<file path="src/rtl/afe_addr_gen_pkg.sv">
// Shared definitions for the multi-channel AFE L2 address generator:
// default widths, the channel-select width helper and the per-channel state record.
package afe_addr_gen_pkg;

    localparam int ADDR_GEN_DATA_BYTES = 4;
    localparam int ADDR_GEN_AWIDTH     = 18;
    localparam int ADDR_GEN_TRANS_SIZE = 16;
    localparam int ADDR_GEN_WRAP_W     = 8;

    // Channel-select width; a single channel still needs a 1-bit select.
    function automatic int calc_ch_w(input int n_ch);
        return (n_ch > 1) ? $clog2(n_ch) : 1;
    endfunction

    // Channel state at the default widths; channels build the same record at their own widths.
    typedef struct packed {
        logic                           en;
        logic [ADDR_GEN_AWIDTH-1:0]     addr;
        logic [ADDR_GEN_TRANS_SIZE-1:0] left;
        logic [ADDR_GEN_WRAP_W-1:0]     wrap_cnt;
    } ch_state_t;

endpackage

</file>
<file path="src/rtl/afe_l2_addr_gen_mc_ch.sv">
// One channel of the L2 address generator: circular-buffer pointers, wrap counter
// and registered watermark/end/error pulses. Priority: clear > arm > transfer hit.
module afe_l2_addr_ch
    import afe_addr_gen_pkg::*;
#(
    parameter int AWIDTH     = ADDR_GEN_AWIDTH,
    parameter int TRANS_SIZE = ADDR_GEN_TRANS_SIZE,
    parameter int DATA_BYTES = ADDR_GEN_DATA_BYTES,
    parameter int WRAP_W     = ADDR_GEN_WRAP_W
) (
    input  logic                  clk_i,
    input  logic                  rstn_i,
    input  logic [AWIDTH-1:0]     cfg_startaddr_i,
    input  logic [TRANS_SIZE-1:0] cfg_size_i,
    input  logic [TRANS_SIZE-1:0] cfg_wm_i,
    input  logic                  cfg_continuous_i,
    input  logic                  cfg_en_i,
    input  logic                  cfg_clr_i,
    input  logic                  hit_i,
    output logic                  en_o,
    output logic [AWIDTH-1:0]     curr_addr_o,
    output logic [TRANS_SIZE-1:0] wr_ptr_o,
    output logic [TRANS_SIZE-1:0] bytes_left_o,
    output logic [WRAP_W-1:0]     wrap_cnt_o,
    output logic                  err_o,
    output logic                  wm_event_o,
    output logic                  end_event_o
);

    typedef struct packed {
        logic                  en;
        logic [AWIDTH-1:0]     addr;
        logic [TRANS_SIZE-1:0] left;
        logic [WRAP_W-1:0]     wrap_cnt;
    } state_t;

    localparam logic [AWIDTH-1:0]     STEP_A = AWIDTH'(DATA_BYTES);
    localparam logic [TRANS_SIZE-1:0] STEP_T = TRANS_SIZE'(DATA_BYTES);

    state_t                st_q, st_d;
    logic [TRANS_SIZE-1:0] wr_ptr_q, wr_ptr_d, wr_ptr_nxt;
    logic                  err_q, err_d;
    logic                  wm_q, wm_d;
    logic                  end_q, end_d;
    logic                  last;

    always_comb begin
        // NOTE: every variable gets a default first so no path can infer a latch.
        st_d       = st_q;
        wr_ptr_d   = wr_ptr_q;
        err_d      = 1'b0;
        wm_d       = 1'b0;
        end_d      = 1'b0;
        last       = (st_q.left <= STEP_T);
        wr_ptr_nxt = wr_ptr_q + STEP_T;

        if (cfg_clr_i) begin
            st_d     = '0;
            wr_ptr_d = '0;
        end else if (cfg_en_i && !st_q.en) begin
            if (cfg_size_i >= STEP_T) begin
                st_d.en       = 1'b1;
                st_d.addr     = cfg_startaddr_i;
                st_d.left     = cfg_size_i;
                st_d.wrap_cnt = '0;
                wr_ptr_d      = '0;
            end else begin
                err_d = 1'b1;
            end
        end else if (hit_i && st_q.en) begin
            if (last) begin
                end_d    = 1'b1;
                wr_ptr_d = '0;
                // A still-requested channel keeps running even in one-shot mode.
                if (cfg_continuous_i || cfg_en_i) begin
                    st_d.addr = cfg_startaddr_i;
                    st_d.left = cfg_size_i;
                    if (st_q.wrap_cnt != '1) begin
                        st_d.wrap_cnt = st_q.wrap_cnt + WRAP_W'(1);
                    end
                end else begin
                    st_d.en   = 1'b0;
                    st_d.addr = '0;
                    st_d.left = '0;
                end
            end else begin
                st_d.addr = st_q.addr + STEP_A;
                st_d.left = st_q.left - STEP_T;
                wr_ptr_d  = wr_ptr_nxt;
                wm_d      = (cfg_wm_i != '0) && (wr_ptr_nxt == cfg_wm_i);
            end
        end
    end

    always_ff @(posedge clk_i) begin
        // NOTE: state registers use non-blocking assignments so all flops update together.
        if (!rstn_i) begin
            st_q     <= '0;
            wr_ptr_q <= '0;
            err_q    <= 1'b0;
            wm_q     <= 1'b0;
            end_q    <= 1'b0;
        end else begin
            st_q     <= st_d;
            wr_ptr_q <= wr_ptr_d;
            err_q    <= err_d;
            wm_q     <= wm_d;
            end_q    <= end_d;
        end
    end

    assign en_o         = st_q.en;
    assign curr_addr_o  = st_q.addr;
    assign wr_ptr_o     = wr_ptr_q;
    assign bytes_left_o = st_q.left;
    assign wrap_cnt_o   = st_q.wrap_cnt;
    assign err_o        = err_q;
    assign wm_event_o   = wm_q;
    assign end_event_o  = end_q;

endmodule

</file>
<file path="src/rtl/afe_l2_addr_gen_mc.sv">
// Multi-channel L2 address generator for the AFE uDMA RX path: decodes the uDMA channel
// into a per-channel hit, muxes the selected write address and flags dropped transfers.
module afe_l2_addr_gen_mc
    import afe_addr_gen_pkg::*;
#(
    parameter int N_CH       = 4,
    parameter int AWIDTH     = ADDR_GEN_AWIDTH,
    parameter int TRANS_SIZE = ADDR_GEN_TRANS_SIZE,
    parameter int DATA_BYTES = ADDR_GEN_DATA_BYTES,
    parameter int WRAP_W     = ADDR_GEN_WRAP_W
) (
    input  logic                         clk_i,
    input  logic                         rstn_i,
    input  logic [N_CH*AWIDTH-1:0]       cfg_startaddr_i,
    input  logic [N_CH*TRANS_SIZE-1:0]   cfg_size_i,
    input  logic [N_CH*TRANS_SIZE-1:0]   cfg_wm_i,
    input  logic [N_CH-1:0]              cfg_continuous_i,
    input  logic [N_CH-1:0]              cfg_en_i,
    input  logic [N_CH-1:0]              cfg_clr_i,
    output logic [N_CH-1:0]              cfg_en_o,
    output logic [N_CH*AWIDTH-1:0]       cfg_curr_addr_o,
    output logic [N_CH*TRANS_SIZE-1:0]   cfg_wr_ptr_o,
    output logic [N_CH*TRANS_SIZE-1:0]   cfg_bytes_left_o,
    output logic [N_CH*WRAP_W-1:0]       cfg_wrap_cnt_o,
    output logic [N_CH-1:0]              cfg_err_o,
    output logic [N_CH-1:0]              ch_wm_event_o,
    output logic [N_CH-1:0]              ch_end_event_o,
    input  logic                         udma_vtransfer_i,
    input  logic [calc_ch_w(N_CH)-1:0]   udma_ch_i,
    output logic [AWIDTH-1:0]            udma_addr_o,
    output logic                         udma_drop_o
);

    localparam int CH_W = calc_ch_w(N_CH);

    logic [N_CH-1:0]   hit_vec;
    logic [AWIDTH-1:0] addr_mux;
    logic              drop_q, drop_d;

    // A transfer counts only on an active channel that is not being cleared;
    // anything else, including an out-of-range channel number, is a drop.
    always_comb begin
        hit_vec  = '0;
        addr_mux = '0;
        for (int c = 0; c < N_CH; c++) begin
            if (udma_ch_i == CH_W'(c)) begin
                addr_mux   = cfg_curr_addr_o[c*AWIDTH +: AWIDTH];
                hit_vec[c] = udma_vtransfer_i && cfg_en_o[c] && !cfg_clr_i[c];
            end
        end
        drop_d = udma_vtransfer_i && !(|hit_vec);
    end

    always_ff @(posedge clk_i) begin
        if (!rstn_i) begin
            drop_q <= 1'b0;
        end else begin
            drop_q <= drop_d;
        end
    end

    assign udma_addr_o = addr_mux;
    assign udma_drop_o = drop_q;

    for (genvar c = 0; c < N_CH; c++) begin : g_ch
        afe_l2_addr_ch #(
            .AWIDTH     (AWIDTH),
            .TRANS_SIZE (TRANS_SIZE),
            .DATA_BYTES (DATA_BYTES),
            .WRAP_W     (WRAP_W)
        ) u_ch (
            .clk_i            (clk_i),
            .rstn_i           (rstn_i),
            .cfg_startaddr_i  (cfg_startaddr_i[c*AWIDTH +: AWIDTH]),
            .cfg_size_i       (cfg_size_i[c*TRANS_SIZE +: TRANS_SIZE]),
            .cfg_wm_i         (cfg_wm_i[c*TRANS_SIZE +: TRANS_SIZE]),
            .cfg_continuous_i (cfg_continuous_i[c]),
            .cfg_en_i         (cfg_en_i[c]),
            .cfg_clr_i        (cfg_clr_i[c]),
            .hit_i            (hit_vec[c]),
            .en_o             (cfg_en_o[c]),
            .curr_addr_o      (cfg_curr_addr_o[c*AWIDTH +: AWIDTH]),
            .wr_ptr_o         (cfg_wr_ptr_o[c*TRANS_SIZE +: TRANS_SIZE]),
            .bytes_left_o     (cfg_bytes_left_o[c*TRANS_SIZE +: TRANS_SIZE]),
            .wrap_cnt_o       (cfg_wrap_cnt_o[c*WRAP_W +: WRAP_W]),
            .err_o            (cfg_err_o[c]),
            .wm_event_o       (ch_wm_event_o[c]),
            .end_event_o      (ch_end_event_o[c])
        );
    end

endmodule

</file>
<file path="config.mk">
export PLATFORM = sky130hd
export DESIGN_NAME = afe_l2_addr_gen_mc
export DESIGN_NICKNAME = d
export VERILOG_FILES = /design/src/rtl/afe_addr_gen_pkg.sv /design/src/rtl/afe_l2_addr_gen_mc_ch.sv /design/src/rtl/afe_l2_addr_gen_mc.sv
export SDC_FILE = /design/constraint.sdc
export NUM_CORES = 1
export LEC_CHECK = 0
export CAP_MARGIN = 20
export CORE_AREA = 3 3 187 189
export CTS_CLUSTER_DIAMETER = 100
export DETAILED_ROUTE_END_ITERATION = 6
export DIE_AREA = 0 0 190 192
export GPL_TIMING_DRIVEN = 0
export PLACE_DENSITY = 0.75
export REMOVE_ABC_BUFFERS = 1
export SKIP_CTS_REPAIR_TIMING = 1
export SYNTH_ARGS = -nofsm -noshare
export SYNTH_HDL_FRONTEND = slang
export SYNTH_SLANG_ARGS = --single-unit
</file>
<file path="constraint.sdc">
create_clock -name clk_i -period 3.15 [get_ports clk_i]
set_clock_uncertainty 0.1 [all_clocks]
set_input_delay 0.315 -clock clk_i [delete_from_list [all_inputs] [get_ports clk_i]]
set_output_delay 0.315 -clock clk_i [all_outputs]
set_load 0.005 [all_outputs]
</file>
After elaboration in Yosys (flattened, before gate mapping)
Cells that the tools add are included.
Storage, ports and cells
  register bits after elaboration: 249
  input bits: 217
  word-level logic and storage cells: 241
Cells by class
  add/sub/neg operators: 16
  $lt $le $gt $ge: 8
  eq/ne operators: 19
  muxes and demuxes: 72
  bitwise operators: 9
  reductions and logical operators: 84
Operators by type and width (count)
  $mux 43: 12
  $mux 34: 8
  $mux 16: 16
  $mux 8: 12
  $add 18x3->18 const B: 4
  $mux 18: 4
  $add 16x3->16 const B: 4
  $eq 16x16->1: 4
  $ge 16x3->1 const B: 4
  $le 16x3->1 const B: 4
  $reduce_bool 16->1: 4
  $sub 16x3->16 const B: 4
  $add 8x1->8 const B: 4
  $ne 8x8->1 const B: 4
  $reduce_bool 2->1: 16
  $logic_and 1x1->1: 21
  $mux 1: 20
  $reduce_and 5->1: 4
  $reduce_or 4->1: 5
  $reduce_or 5->1: 4
  $reduce_and 4->1: 4
  $reduce_or 3->1: 4
  $logic_not 1->1: 9
  $not 1->1: 9
  other kinds (8): 24

Depth between registers and ports, before layout
  depth in word-level cells: 6
  mapped depth: 10
  gate-level depth less buffers: 8

Modules after synthesis
A second synthesis with hierarchy kept.
Unflattened totals
  cells, all modules: 2017
  area, all modules: 15516.1 µm²
By module, submodules not included
  afe_l2_addr_ch: times used 4, cells an instance 496, area each 3743.6 µm²
  afe_l2_addr_gen_mc: times used 1, cells an instance 33, area each 541.8 µm²

Worst setup path before layout
OpenSTA, ideal clock, no wires.
  kind: reg-to-reg
  from: register g_ch[3].u_ch.st_q (netlist bit g_ch[3].u_ch.bytes_left_o[10])
  to: register g_ch[3].u_ch.st_q (netlist bit g_ch[3].u_ch.wrap_cnt_o[0])
  arrival time: 2.250 ns
  required time: 2.980 ns
  path slack: 0.730 ns
  cell stages (with the launch flop): 9
  path buffers: 2
  clock period less this slack: 2.420 ns
  cell sequence: dfxtp_1 or3_4 or3_1 buf_2 o31a_1 buf_6 or2_1 or3_1 a21oi_1
Between the ends
  word-level cells in the longest chain between the ends: 3
Ends and longest elaborated chain
  start: declaration: line afe_l2_addr_gen_mc_ch.sv:40  | state_t st_q, st_d;
  start signal: assignment: line afe_l2_addr_gen_mc_ch.sv:104  | st_q <= st_d;
  $le 16x3->1: line afe_l2_addr_gen_mc_ch.sv:54  | last = (st_q.left <= STEP_T);
  $reduce_bool 2->1 (no line)
  $reduce_and 5->1 (no line)
Every way passes these cells.
A chain may end at the register's enable or synchronous reset.

Worst setup path in the final report
  from: input port udma_ch_i[0]
  to: register g_ch[3].u_ch.wr_ptr_q[13]
Between the ends
  word-level cells in the longest chain between the ends: 5
Ends and longest elaborated chain
  start: declaration: line afe_l2_addr_gen_mc.sv:29  | input logic [calc_ch_w(N_CH)-1:0] udma_ch_i,
  $eq 2x2->1: line afe_l2_addr_gen_mc.sv:46  | if (udma_ch_i == CH_W'(c)) begin
  $mux 1: line afe_l2_addr_gen_mc.sv:46
  $logic_and 1x1->1: line afe_l2_addr_gen_mc_ch.sv:70  | end else if (hit_i && st_q.en) begin
  $reduce_bool 2->1 (no line)
  $reduce_and 2->1 (no line)
  end signal: assignment: line afe_l2_addr_gen_mc_ch.sv:105  | wr_ptr_q <= wr_ptr_d;
  end: declaration: line afe_l2_addr_gen_mc_ch.sv:41  | logic [TRANS_SIZE-1:0] wr_ptr_q, wr_ptr_d, wr_ptr_nxt;
Every way passes these cells.

==> impl_metrics.py <==
metrics = {
    "status": {
        "outcome": "complete, no violations",
    },
    "final_layout": {
        "drive_above_1_share_pct": 5.54,
        "final_cell_area_um2": 21000,
        "num-nets-final": 2563,
        "multi_input_area_um2": 9480,
        "final_util_pct": 62.9,
        "synthToLayoutAreaGrowth_pct": 41.8,
        "regArea_um2": 4820,
        "n_fill_cell": 2925,
    },
    "routing": {
        "antenna_left": 0,
        "drt_pass1_iterations": 5,
        "drc": 0,
        "drtIter0Drc": 1434,
        "vias_per_cell": 6.23,
        "routed_wl_mm": 62.7,
        "via_count": 17461,
        "wl_per_cell_um": 22.4,
    },
    "synthesis": {
        "yosysSeqAreaShare_pct": 32.5,
        "synth_ff_type": "dfxtp_1",
        "avgSynthCellArea_um2": 7.71,
        "ys_warn_count": 0,
        "ys_ff_latch": 241,
        "syn_inst": 1924,
        "synth.distinct_cells": 70,
        "synth_edf_count": 0,
        "synth_area_um2": 14800,
        "synthArstFlopShare_pct": 0,
    },
    "floorplanning": {
        "die_h_um": 192,
        "rows": 67,
        "io_pins": 484,
        "die-area_um2": 36500,
        "initial_utilization_pct": 44.3,
        "die_w_um": 190,
        "fp.coreArea_um2": 33400,
    },
    "power_and_ir_drop": {
        "power_per_cell_area_nw_per_um2": 411,
        "fin_total_pwr_mw": 8.65,
        "p_leak_nw": 7.11,
        "ir_drop_mv": 0.436,
    },
    "clock_network": {
        "cts.reportedPaths.clkPinSlew_ns": 0.06,
        "clk_latency_ns": 0.56,
        "ctsLongestPathBuffers": 3,
        "htree_num_levels": 1,
        "cts_buffers": 28,
        "cts_root_buffer": "clkbuf_16",
        "cts_tree": "done",
        "cts_sinks": 241,
    },
    "worst_setup_path": {
        "worstPathCellList": "clkdlybuf4s50_1, buf_16, nand4_1, nor2_4, a21oi_2, buf_16, nor2_2, a21oi_1, a311oi_1",
        "slowest_delay_ns": 0.67,
        "crit_buf_inv": 3,
        "crit_path_end_kind": "flip-flop",
        "crit_slowest_cell": "clkdlybuf4s50_1",
        "path_max_fanout": 20,
        "worstPathArrival_ns": 3.35,
        "reg2reg_depth": 9,
        "crit_cells": 9,
        "criticalPathCategory": "in -> reg",
        "crit_required_ns": 3.49,
        "cp_top_family": "simple AND/OR/NAND/NOR gates",
        "crit_top_cell": "buf_16",
        "start_kind": "input pin",
    },
    "place": {
        "place.gp.congestion": 0.947,
        "hpwlAfterDp_mm": 46.8,
        "dp_worst_setup_slack_ns": -1.58,
        "io_buffers": 475,
        "placed_area_um2": 19900,
    },
    "timing": {
        "drv_slew": 0,
        "slew-limit-headroom_pct": 27.9,
        "worst_pin_slew_ns": 1.07,
        "final-hold-violation-count": 0,
        "period_share_pct": 95.5,
        "timing.fmax_mhz": 332,
        "min_period_ns": 3.01,
        "setup_ws_ns": 0.141,
        "grt_setup_unrepaired": "false",
        "setup_violations": 0,
    },
    "grt": {
        "grtUsageTotal_pct": 32.1,
        "grt_max_degree": 45,
        "overflow": 0,
        "grt_pass1_vias": 16136,
        "antenna_found_initial": 11,
        "grt_pass1_wl_mm": 94.1,
    },
    "run": {
        "maxCapViolations": 0,
    },
    "min_path": {
        "hold_class": "in -> reg",
        "hold_path_depth": 3,
    },
}
[sequential cells by signal (all words and copies together) (netlist names)]
register                count
g_ch.u_ch.en_o              4
g_ch.u_ch.end_event_o       4
g_ch.u_ch.curr_addr_o      72
udma_drop_o                 1
g_ch.u_ch.wr_ptr_o         56
g_ch.u_ch.err_o             4
g_ch.u_ch.wm_event_o        4
g_ch.u_ch.bytes_left_o     64
g_ch.u_ch.wrap_cnt_o       32
[per-stage QoR]
| step | cells | hold WS (ns) | setup TNS (ns) |
|---|---|---|---|
| 2_1_floorplan | 1795 | 0.332 | -20.87 |
| 4_1_cts | 2787 | 0.196 | -74.54 |
| 5_1_grt | 2801 | 0.228 | 0 |
| 3_3_place_gp | 2718 | 0.364 | -435.39 |
| 3_5_place_dp | 2736 | 0.378 | -192.98 |
| 6_report | 2802 | 0.220 | 0 |
[cell type report]
| type | count | area share, % |
|---|---|---|
| Clock buffer | 39 | 3.87 |
| Sequential cell | 241 | 22.9 |
| Multi-Input combinational cell | 1531 | 45.0 |
| Timing Repair Buffer | 499 | 24.4 |
| Tap cell | 448 | 2.66 |
| Clock inverter | 12 | 0.618 |
| Inverter | 25 | 0.446 |
| Antenna cell | 7 | 0.0833 |
[layout by cell type, fill, tap and decap left out, drive strengths merged, types with 16 or more instances in the layout]
cell	instances
nor2	189
a21o	16
clkdlybuf4s50	474
a32o	16
xnor2	69
a311oi	18
a21oi	164
o21ai	140
a31oi	29
a221oi	25
nand2	179
nor2b	18
inv	26
nand3	86
nand4	45
clkbuf	39
nor3	82
dfxtp	241
and3	32
buf	25
xor2	38
nor4	61
ha	20
nand2b	19
mux4	18
or3	28
a22oi	43
[worst min-delay path: cells and delay by family]
family	cells	cell delay [ns]
buffers and inverters	1	0.40
and+or+nand+nor	1	0.06
AOI/OAI and AO/OA	1	0.05
[Yosys cell counts, types with 19 or more instances]
master    instances  share of area, %
a21oi_1         163               5.5
a221oi_1         25               1.5
a22oi_1          43               2.2
a31oi_1          29               1.2
and3_1           32               1.3
buf_4            24               1.2
clkbuf_1         96               2.4
dfxtp_1         241                33
ha_1             20               1.7
inv_1            25              0.63
nand2_1         179               4.5
nand2b_1         19              0.80
nand3_1          86               2.9
nand4_1          45               1.9
nor2_1          189               4.8
nor3_1           81               2.7
nor4_1           61               2.6
o21ai_0         134               4.5
or3_1            27               1.1
xnor2_1          69               4.1
xor2_1           38               2.2
[worst paths after layout]
check                                                  start                      endpoint  slack (ns)
worst min register to register    g_ch[1].u_ch.wrap_cnt_o[1]    g_ch[1].u_ch.wrap_cnt_o[1]        0.39
worst min-delay path                     cfg_startaddr_i[48]  g_ch[2].u_ch.curr_addr_o[12]        0.22
worst max-delay path                            udma_ch_i[0]     g_ch[3].u_ch.wr_ptr_o[13]        0.14
worst max register to register  g_ch[0].u_ch.bytes_left_o[3]   g_ch[0].u_ch.curr_addr_o[9]        0.17
[routing by layer]
layer  vias to the layer above  global-route usage (%)  part of all wire (%)
li1                       8029                       -                     -
met1                      8328                    41.7                    40
met2                       926                    52.0                    46
met3                       168                    6.44                   9.5
met4                        10                    13.5                   4.4
met5                         -                       0                  0.11
[cell families after synthesis]
group	synth area share [%]
flip-flops	32.5
other	0.0253
AND/OR/NAND/NOR	27.8
multiplexers	3.29
adder cells (fa/ha/maj)	1.69
buffers and inverters	4.78
AO/OA/AOI/OAI	23.6
XOR/XNOR	6.32
[power by group]
part	leakage [nW]	internal, mW	switching, mW
Clock	0.460	1.97	1.40
Sequential	1.95	3.13	0.144
Combinational	4.70	0.902	1.11
Total	7.11	6.00	2.65
No activity file was read; power rests on OpenSTA's default activity.
